<file path="config.mk">
export PLATFORM = sky130hd
export DESIGN_NAME = tmr_vote_decoder
export DESIGN_NICKNAME = d
export VERILOG_FILES = /design/src/rtl/tmr_vote_decoder_pkg.sv /design/src/rtl/tmr_majority.sv /design/src/rtl/tmr_vote_decoder.sv
export SDC_FILE = /design/constraint.sdc
export NUM_CORES = 1
export LEC_CHECK = 0
export BUFFER_PORTS_ARGS = -buffer_cell sky130_fd_sc_hd__buf_4
export CAP_MARGIN = 20
export CELL_PAD_IN_SITES_DETAIL_PLACEMENT = 0
export CELL_PAD_IN_SITES_GLOBAL_PLACEMENT = 1
export CORE_MARGIN = 2
export CORE_UTILIZATION = 40
export DETAILED_ROUTE_END_ITERATION = 12
export GPL_TIMING_DRIVEN = 0
export PLACE_DENSITY_LB_ADDON = 0.3
export SLEW_MARGIN = 0
export SYNTH_ARGS = -nofsm -noshare
export SYNTH_HDL_FRONTEND = slang
export SYNTH_SLANG_ARGS = --single-unit
export TNS_END_PERCENT = 50
</file>
<file path="constraint.sdc">
create_clock -name clk -period 3.2 [get_ports clk]
set_clock_uncertainty 0.15 [all_clocks]
set_input_delay 0.64 -clock clk [delete_from_list [all_inputs] [get_ports clk]]
set_output_delay 0.64 -clock clk [all_outputs]
set_load 0.02 [all_outputs]
</file>
<file path="src/rtl/tmr_vote_decoder_pkg.sv">
// Shared types and defaults for the TMR vote decoder.
// Holds the report FSM states and the dissent mask bit positions.
package tmr_vote_decoder_pkg;

  localparam int WIDTH_DEF = 8;
  localparam int CNT_W_DEF = 8;

  localparam int SRC_A = 0;
  localparam int SRC_B = 1;
  localparam int SRC_C = 2;

  typedef enum logic {
    IDLE,
    REPORT
  } state_e;

endpackage

</file>
<file path="src/rtl/tmr_majority.sv">
// Combinational bitwise 2-of-3 vote.
// Also produces the disagreeing bit positions and the dissent mask.
import tmr_vote_decoder_pkg::*;

module tmr_majority #(
  parameter int WIDTH = WIDTH_DEF
) (
  input  logic [WIDTH-1:0] a_i,
  input  logic [WIDTH-1:0] b_i,
  input  logic [WIDTH-1:0] c_i,
  output logic [WIDTH-1:0] maj_o,
  output logic [WIDTH-1:0] dis_o,
  output logic [2:0]       src_o
);

  logic [WIDTH-1:0] da, db, dc;

  assign maj_o = (a_i & b_i) | (b_i & c_i) | (a_i & c_i);

  assign da = a_i ^ maj_o;
  assign db = b_i ^ maj_o;
  assign dc = c_i ^ maj_o;

  assign dis_o = da | db | dc;

  assign src_o[SRC_A] = |da;
  assign src_o[SRC_B] = |db;
  assign src_o[SRC_C] = |dc;

endmodule

</file>
<file path="src/rtl/tmr_vote_decoder.sv">
// Registered TMR voter with a single-entry error report channel,
// saturating mismatch counter and a sticky lost-report flag.
import tmr_vote_decoder_pkg::*;

module tmr_vote_decoder #(
  parameter int WIDTH = WIDTH_DEF,
  parameter int CNT_W = CNT_W_DEF
) (
  input  logic             clk,
  input  logic             rst,
  input  logic [WIDTH-1:0] inA,
  input  logic [WIDTH-1:0] inB,
  input  logic [WIDTH-1:0] inC,
  input  logic             in_valid,
  input  logic             err_ack,
  input  logic             cnt_clr,
  output logic [WIDTH-1:0] out,
  output logic             out_valid,
  output logic             err_req,
  output logic [2:0]       err_src,
  output logic [WIDTH-1:0] err_bits,
  output logic [CNT_W-1:0] err_cnt,
  output logic             err_lost
);

  logic [WIDTH-1:0] maj, dis_bits;
  logic [2:0]       dis_src;
  logic             mismatch;

  tmr_majority #(
    .WIDTH (WIDTH)
  ) u_maj (
    .a_i   (inA),
    .b_i   (inB),
    .c_i   (inC),
    .maj_o (maj),
    .dis_o (dis_bits),
    .src_o (dis_src)
  );

  assign mismatch = in_valid && (|dis_bits);

  state_e           state_q, state_d;
  logic             cap, lost_set;
  logic [WIDTH-1:0] out_q, bits_q;
  logic             vld_q, lost_q;
  logic [2:0]       src_q;
  logic [CNT_W-1:0] cnt_q;

  always_comb begin
    state_d  = state_q;
    cap      = 1'b0;
    lost_set = 1'b0;
    unique case (state_q)
      IDLE: begin
        if (mismatch) begin
          state_d = REPORT;
          cap     = 1'b1;
        end
      end
      REPORT: begin
        if (err_ack) begin
          if (mismatch) cap = 1'b1;
          else state_d = IDLE;
        end else if (mismatch) begin
          lost_set = 1'b1;
        end
      end
      default: state_d = IDLE;
    endcase
  end

  always_ff @(posedge clk or posedge rst) begin
    if (rst) begin
      state_q <= IDLE;
      out_q   <= '0;
      vld_q   <= 1'b0;
      src_q   <= '0;
      bits_q  <= '0;
      cnt_q   <= '0;
      lost_q  <= 1'b0;
    end else begin
      state_q <= state_d;
      vld_q   <= in_valid;
      if (in_valid) out_q <= maj;
      if (cap) begin
        src_q  <= dis_src;
        bits_q <= dis_bits;
      end
      // clear wins over a same-cycle increment or lost flag
      if (cnt_clr) begin
        cnt_q  <= '0;
        lost_q <= 1'b0;
      end else begin
        if (mismatch && (cnt_q != '1))
          cnt_q <= cnt_q + CNT_W'(1);
        if (lost_set) lost_q <= 1'b1;
      end
    end
  end

  assign out       = out_q;
  assign out_valid = vld_q;
  assign err_req   = (state_q == REPORT);
  assign err_src   = src_q;
  assign err_bits  = bits_q;
  assign err_cnt   = cnt_q;
  assign err_lost  = lost_q;

endmodule

</file>
## Yosys cells after proc, flatten, opt, wreduce, memory -nomap -nowiden

Index checks and enable logic that the tools add are counted.

| word-level totals | value |
|---|---|
| bits in registers | 30 |
| input port bits | 29 |
| output and inout port bits | 30 |
| word-level logic and storage cells | 39 |

| operators by class | value |
|---|---|
| add/sub/neg operators | 1 |
| equality and inequality tests | 1 |
| mux-type cells | 11 |
| bitwise gates (word level) | 11 |
| reduce and logical (&&, ||, !) cells | 8 |

Operators by type and width:

| operator | count |
|---|---|
| bitwise OR 8 bit | 4 |
| OR reduction 8 bit | 4 |
| AND 8 bit | 3 |
| bitwise XOR 8 bit | 3 |
| two-way mux 8 bit | 2 |
| adder 8 x 1 -> 8 bit, second input constant | 1 |
| != test 8 bit, second input constant | 1 |
| two-way mux 1 bit | 7 |
| one-hot mux 1 bit (2 select lines) | 2 |
| nonzero test 2 bit | 2 |
| logical AND 1 bit | 2 |
| NOT 1 bit | 1 |

## Longest topological paths before layout

| depth | value |
|---|---|
| word-level depth | 13 |
| gate-level depth with buffers | 8 |
| mapped depth without buffers | 7 |

## By module

Synthesis repeated with hierarchy kept, for this count alone.

| second synthesis, totals | value |
|---|---|
| cell total of the unflattened synthesis | 200 |
| area total of the unflattened synthesis | 1934.4 um2 |

Modules (own cells, without submodules):

| module | times used | cells an instance | area each (um2) | sequential area each (um2) |
|---|---|---|---|---|
| tmr_vote_decoder | 1 | 98 | 1283.7 | 750.7 |
| tmr_majority | 1 | 102 | 650.6 | 0.0 |

## Worst setup path after synthesis

No wires, ideal clock.

| timing path | value |
|---|---|
| kind | input-to-reg |
| from | input inA[7] |
| to | register cnt_q[4], in the netlist err_cnt[4] |
| setup time | 0.125 ns |
| data arrival time | 2.123 ns |
| required time | 2.925 ns |
| slack | 0.802 ns |
| stages on the path | 7 |
| buffers on the path | 0 |
| cells stage by stage | ha_1 -> nor4b_1 -> nor3_1 -> nand4_2 -> o21ai_4 -> nor3_2 -> mux2_4 |

| on the way | value |
|---|---|
| cells in the longest elaborated chain, start to end | 10 |
| elaborated cells on any way between the ends | 13 |
| those cells by class | 9 x bitwise; 4 x reduce/logical |

Ends and longest elaborated chain:

| element | RTL line | source |
|---|---|---|
| start, declared | tmr_vote_decoder.sv:11 | `input logic [WIDTH-1:0] inA,` |
| AND 8 bit | tmr_majority.sv:18 | `assign maj_o = (a_i & b_i) \| (b_i & c_i) \| (a_i & c_i);` |
| bitwise OR 8 bit (2 in a row) | tmr_majority.sv:18 |  |
| bitwise XOR 8 bit (on tied branches) | tmr_majority.sv:20, tmr_majority.sv:21 |  |
| bitwise OR 8 bit | tmr_majority.sv:24 | `assign dis_o = da \| db \| dc;` |
| bitwise OR 8 bit (*) | tmr_majority.sv:24 |  |
| OR reduction 8 bit (*) | tmr_vote_decoder.sv:41 | `assign mismatch = in_valid && (\|dis_bits);` |
| logical AND 1 bit (*) | tmr_vote_decoder.sv:41 |  |
| logical AND 1 bit (*) | tmr_vote_decoder.sv:95 | `if (mismatch && (cnt_q != '1))` |
| nonzero test 2 bit (no line) (*) | -- |  |
| end signal, assigned | tmr_vote_decoder.sv:96 | `cnt_q <= cnt_q + CNT_W'(1);` |
| end, declared | tmr_vote_decoder.sv:48 | `logic [CNT_W-1:0] cnt_q;` |

Mark *: on every way between the ends. The rest lies on a longest branch, timed or not.
A chain may end at the register's enable or synchronous reset.

## Final worst setup path

| timing path | value |
|---|---|
| from | input inA[6] |
| to | register cnt_q[4], in the netlist err_cnt[4] |

The elaborated chain is that of the path after synthesis.

==> key figures <==
Setup path
  – Slowest library cell on the worst path: o21ai_4
  – WP buf/inv: 1
  – WP data arrival: between 2 and 3 ns
  – Critical path's largest stage delay: 0.33 ns
  – Crit path max fanout: 9
  – Setup crit end kind: register
  – Reg2Reg Setup Slack: 1.41 ns
  – RR Endpoint: err_cnt[4]$_DFFE_PP0P_
  – RR Startpoint: err_cnt[2]$_DFFE_PP0P_
  – CP cell instances: buf_4 -> ha_1 -> nor2b_1 -> nor3_1 -> nand4_2 -> o21ai_4 -> nor3_2 -> mux2_4
  – Critical Path Stages: 8
  – R2R cell count: 6
  – Setup CP Type: primary input to register
  – Required time of the critical path: about 3.2 ns
  – Setup crit start kind: primary input
  – Critical path's top delay family: simple AND/OR/NAND/NOR gates

Power and ir drop
  – Leak: between 1 and 1.5 nW
  – Sequential power share: around 42%
  – Clock network fraction of total power: 27.6%
  – Switching Share: 32.8%
  – P_sw: 0.000340 W
  – Power Density: slightly above 400 nW/um^2
  – Comb power frac: 30.1%
  – Peak VDD IR: roughly 0.29 mV
  – Internal: 0.000698 W

Yosys
  – #FFs+latches synth: 30
  – Synth top cells by count: dfrtp_1, nor2_1, a21oi_1, o21ai_0
  – Sequential area share after synthesis: 39.4%
  – Post-synthesis instance total: approximately 220
  – EDFF count, synth: 0
  – Yosys top cell by area: dfrtp_1
  – Share of the synthesized area in the top cell type: between 30 and 40%
  – YS warnings: 0
  – Synthesized area: 1900 sq um
  – Synth cell types: 42
  – Most frequent cell after synthesis: dfrtp_1
  – Async SR Flop Fraction: 100%
  – Syn Nets: 256
  – Ranking of synthesized cells by area: dfrtp_1, ha_1, a21oi_1, o21ai_0, nor2_1
  – Predominant post-synthesis flop cell: dfrtp_1
  – Syn_area_per_cell: 8.74 sq um

Place
  – Hpwl dp: 4000 microns
  – # port buffers: 57
  – RePlAce Congestion: 0.811
  – Pre-CTS setup slack: 0.411 ns

Die
  – Initial core utilization: approximately two fifths
  – Std-Cell Rows: 25
  – # IOs: 59
  – Die H: 73 microns
  – Die footprint: 5330 sq um
  – Core Area: ~4700 sq um
  – Die Width: between 70 and 80 microns

Finish
  – Synth-to-Final Area Change: 31.6%
  – Fillers: 473
  – Nets: ~320
  – Layout cells sized above 1: 27.6%
  – N_diodes: 0

STA
  – Unrepaired setup endpoints after global routing: false
  – Final WS setup: between 0.6 and 0.7 ns
  – Fin Setup TNS: 0 ns
  – Minimum clock period: approximately 2.5 ns
  – Worst-Margin Slew: 0.506 ns
  – Hold Vio Cnt, Final: 0
  – Fmax: 399 MHz
  – Slew Viols, Final: 0
  – Slew Limit Headroom: 66.2%
  – Period utilisation layout: 78.3%
  – Final Setup Violations: 0

GRT
  – Initial antenna violation count: 0
  – Vias in the first global route: 1720
  – GRT Total Usage: 20.1%
  – Largest net degree at the start of global routing: 23
  – Global route total overflow: 0
  – Global-route wire length before repair: 8220 microns

Clock network
  – Hold buffers post-CTS: 0
  – Number of CTS-inserted buffers: 5
  – Clk pin slew, worst setup/hold paths: 0.07 ns
  – H-tree depth: 2
  – CTS tree: yes
  – Cts repair resizes: 0
  – Setup bufs post-CTS: 0
  – Clock Path Buffers: 2
  – Worst skew pair latency: 0.28 ns
  – Clock Sinks: 30
  – CTS Root Buffer Type: clkbuf_8

Route
  – Antenna-violating nets left: 0
  – Total wire length: between 5000 and 6000 microns
  – Vias per Instance: 5.54
  – Remaining DRCs: 0
  – Drt pass-1 iters: 4
  – Wirelength per Cell: 15.0 microns
  – Routed vias: ~1900
  – Initial DRC Count: 148

Flow run
  – Max Cap Violations: 0

Outcome
  – Outcome: finished, final reports clean

Hold path
  – Type of the worst min-delay path: primary input to async pin
## placed cells by master (no fill, tap or decap), drive strengths merged, types with 3 or more instances in the layout
cell type / instances
buf: 63
inv: 12
nor4: 3
nor2: 25
nand2: 12
a22o: 3
nor3: 10
nor4b: 7
clkbuf: 5
a22oi: 4
or3: 4
a21oi: 21
nand4: 5
nand3: 3
o21ai: 22
nor2b: 6
a31oi: 8
o22ai: 8
and2b: 3
dfrtp: 30
ha: 9
## flip-flops by register name, indices dropped and copies added (netlist names)
signal / cells
err_bits: 8
err_cnt: 8
err_lost: 1
err_req: 1
err_src: 3
out: 8
out_valid: 1
## routing by layer
metal	up-vias	share of wire, %	routed length (microns)	track usage, %
li1	950	-	-	-
met1	863	47	2380	28.0
met2	48	47	2370	31.7
met3	7	4.8	240	3.59
met4	0	1.2	60	6.17
met5	-	0	0	0
## worst max-delay path by stage
stage / startpoint / to
global route: inA[6] / err_cnt[4]$_DFFE_PP0P_
floorplan: inA[7] / err_cnt[4]$_DFFE_PP0P_
detailed placement: inA[6] / err_cnt[4]$_DFFE_PP0P_
CTS: inA[3] / err_cnt[4]$_DFFE_PP0P_
finish: inA[6] / err_cnt[4]$_DFFE_PP0P_
global placement: inA[6] / err_cnt[4]$_DFFE_PP0P_
## stage by stage
stage	std cells	instance area (sq um)	util, %	hold slack, ns	power (W)
finish	337	2510	53.8	0.237	0.00104
global route	337	2510	53.8	0.252	0.00110
CTS	337	2510	53.8	0.240	0.00105
detailed placement	330	2430	52.1	0.324	0.000761
global placement	329	2400	51.5	0.314	0.000751
floorplan	218	1900	-	0.430	0.000613
## kinds of logic (layout without fill, tap and decap cells)
| group | count (synthesis) | after routing | share of synthesized area [%] |
|---|---|---|---|
| simple gates | 82 | 82 | 23.4 |
| compound gates | 76 | 76 | 25.0 |
| flops | 30 | 30 | 39.4 |
| buf+inv | 17 | 82 | 3.88 |
| fa+ha+maj | 9 | 9 | 5.91 |
| mux | 3 | 3 | 1.91 |
| xor+xnor | 1 | 1 | 0.460 |
## power groups by stage
stage / combinational [W] / clock [W] / sequential (W)
5_1_grt: 0.000344 / 0.000308 / 0.000445
2_1_floorplan: 0.000121 / 0 / 0.000493
4_1_cts: 0.000315 / 0.000296 / 0.000441
3_5_place_dp: 0.000314 / 0 / 0.000447
6_report: 0.000312 / 0.000286 / 0.000440
3_3_place_gp: 0.000306 / 0 / 0.000445
## area by class of cell
type | count | area [sq um] | share of cell area, %
tap | 54 | 67.6 | 2.70
inverter | 12 | 45.0 | 1.80
clock inverter | 2 | 10.0 | 0.399
timing repair buffer | 58 | 455 | 18.2
multi-input combinational | 171 | 1080 | 43.1
buffer | 5 | 28.8 | 1.15
clock buffer | 5 | 68.8 | 2.75
sequential | 30 | 751 | 30.0
Note: power is estimated with default switching activity, not from simulation.
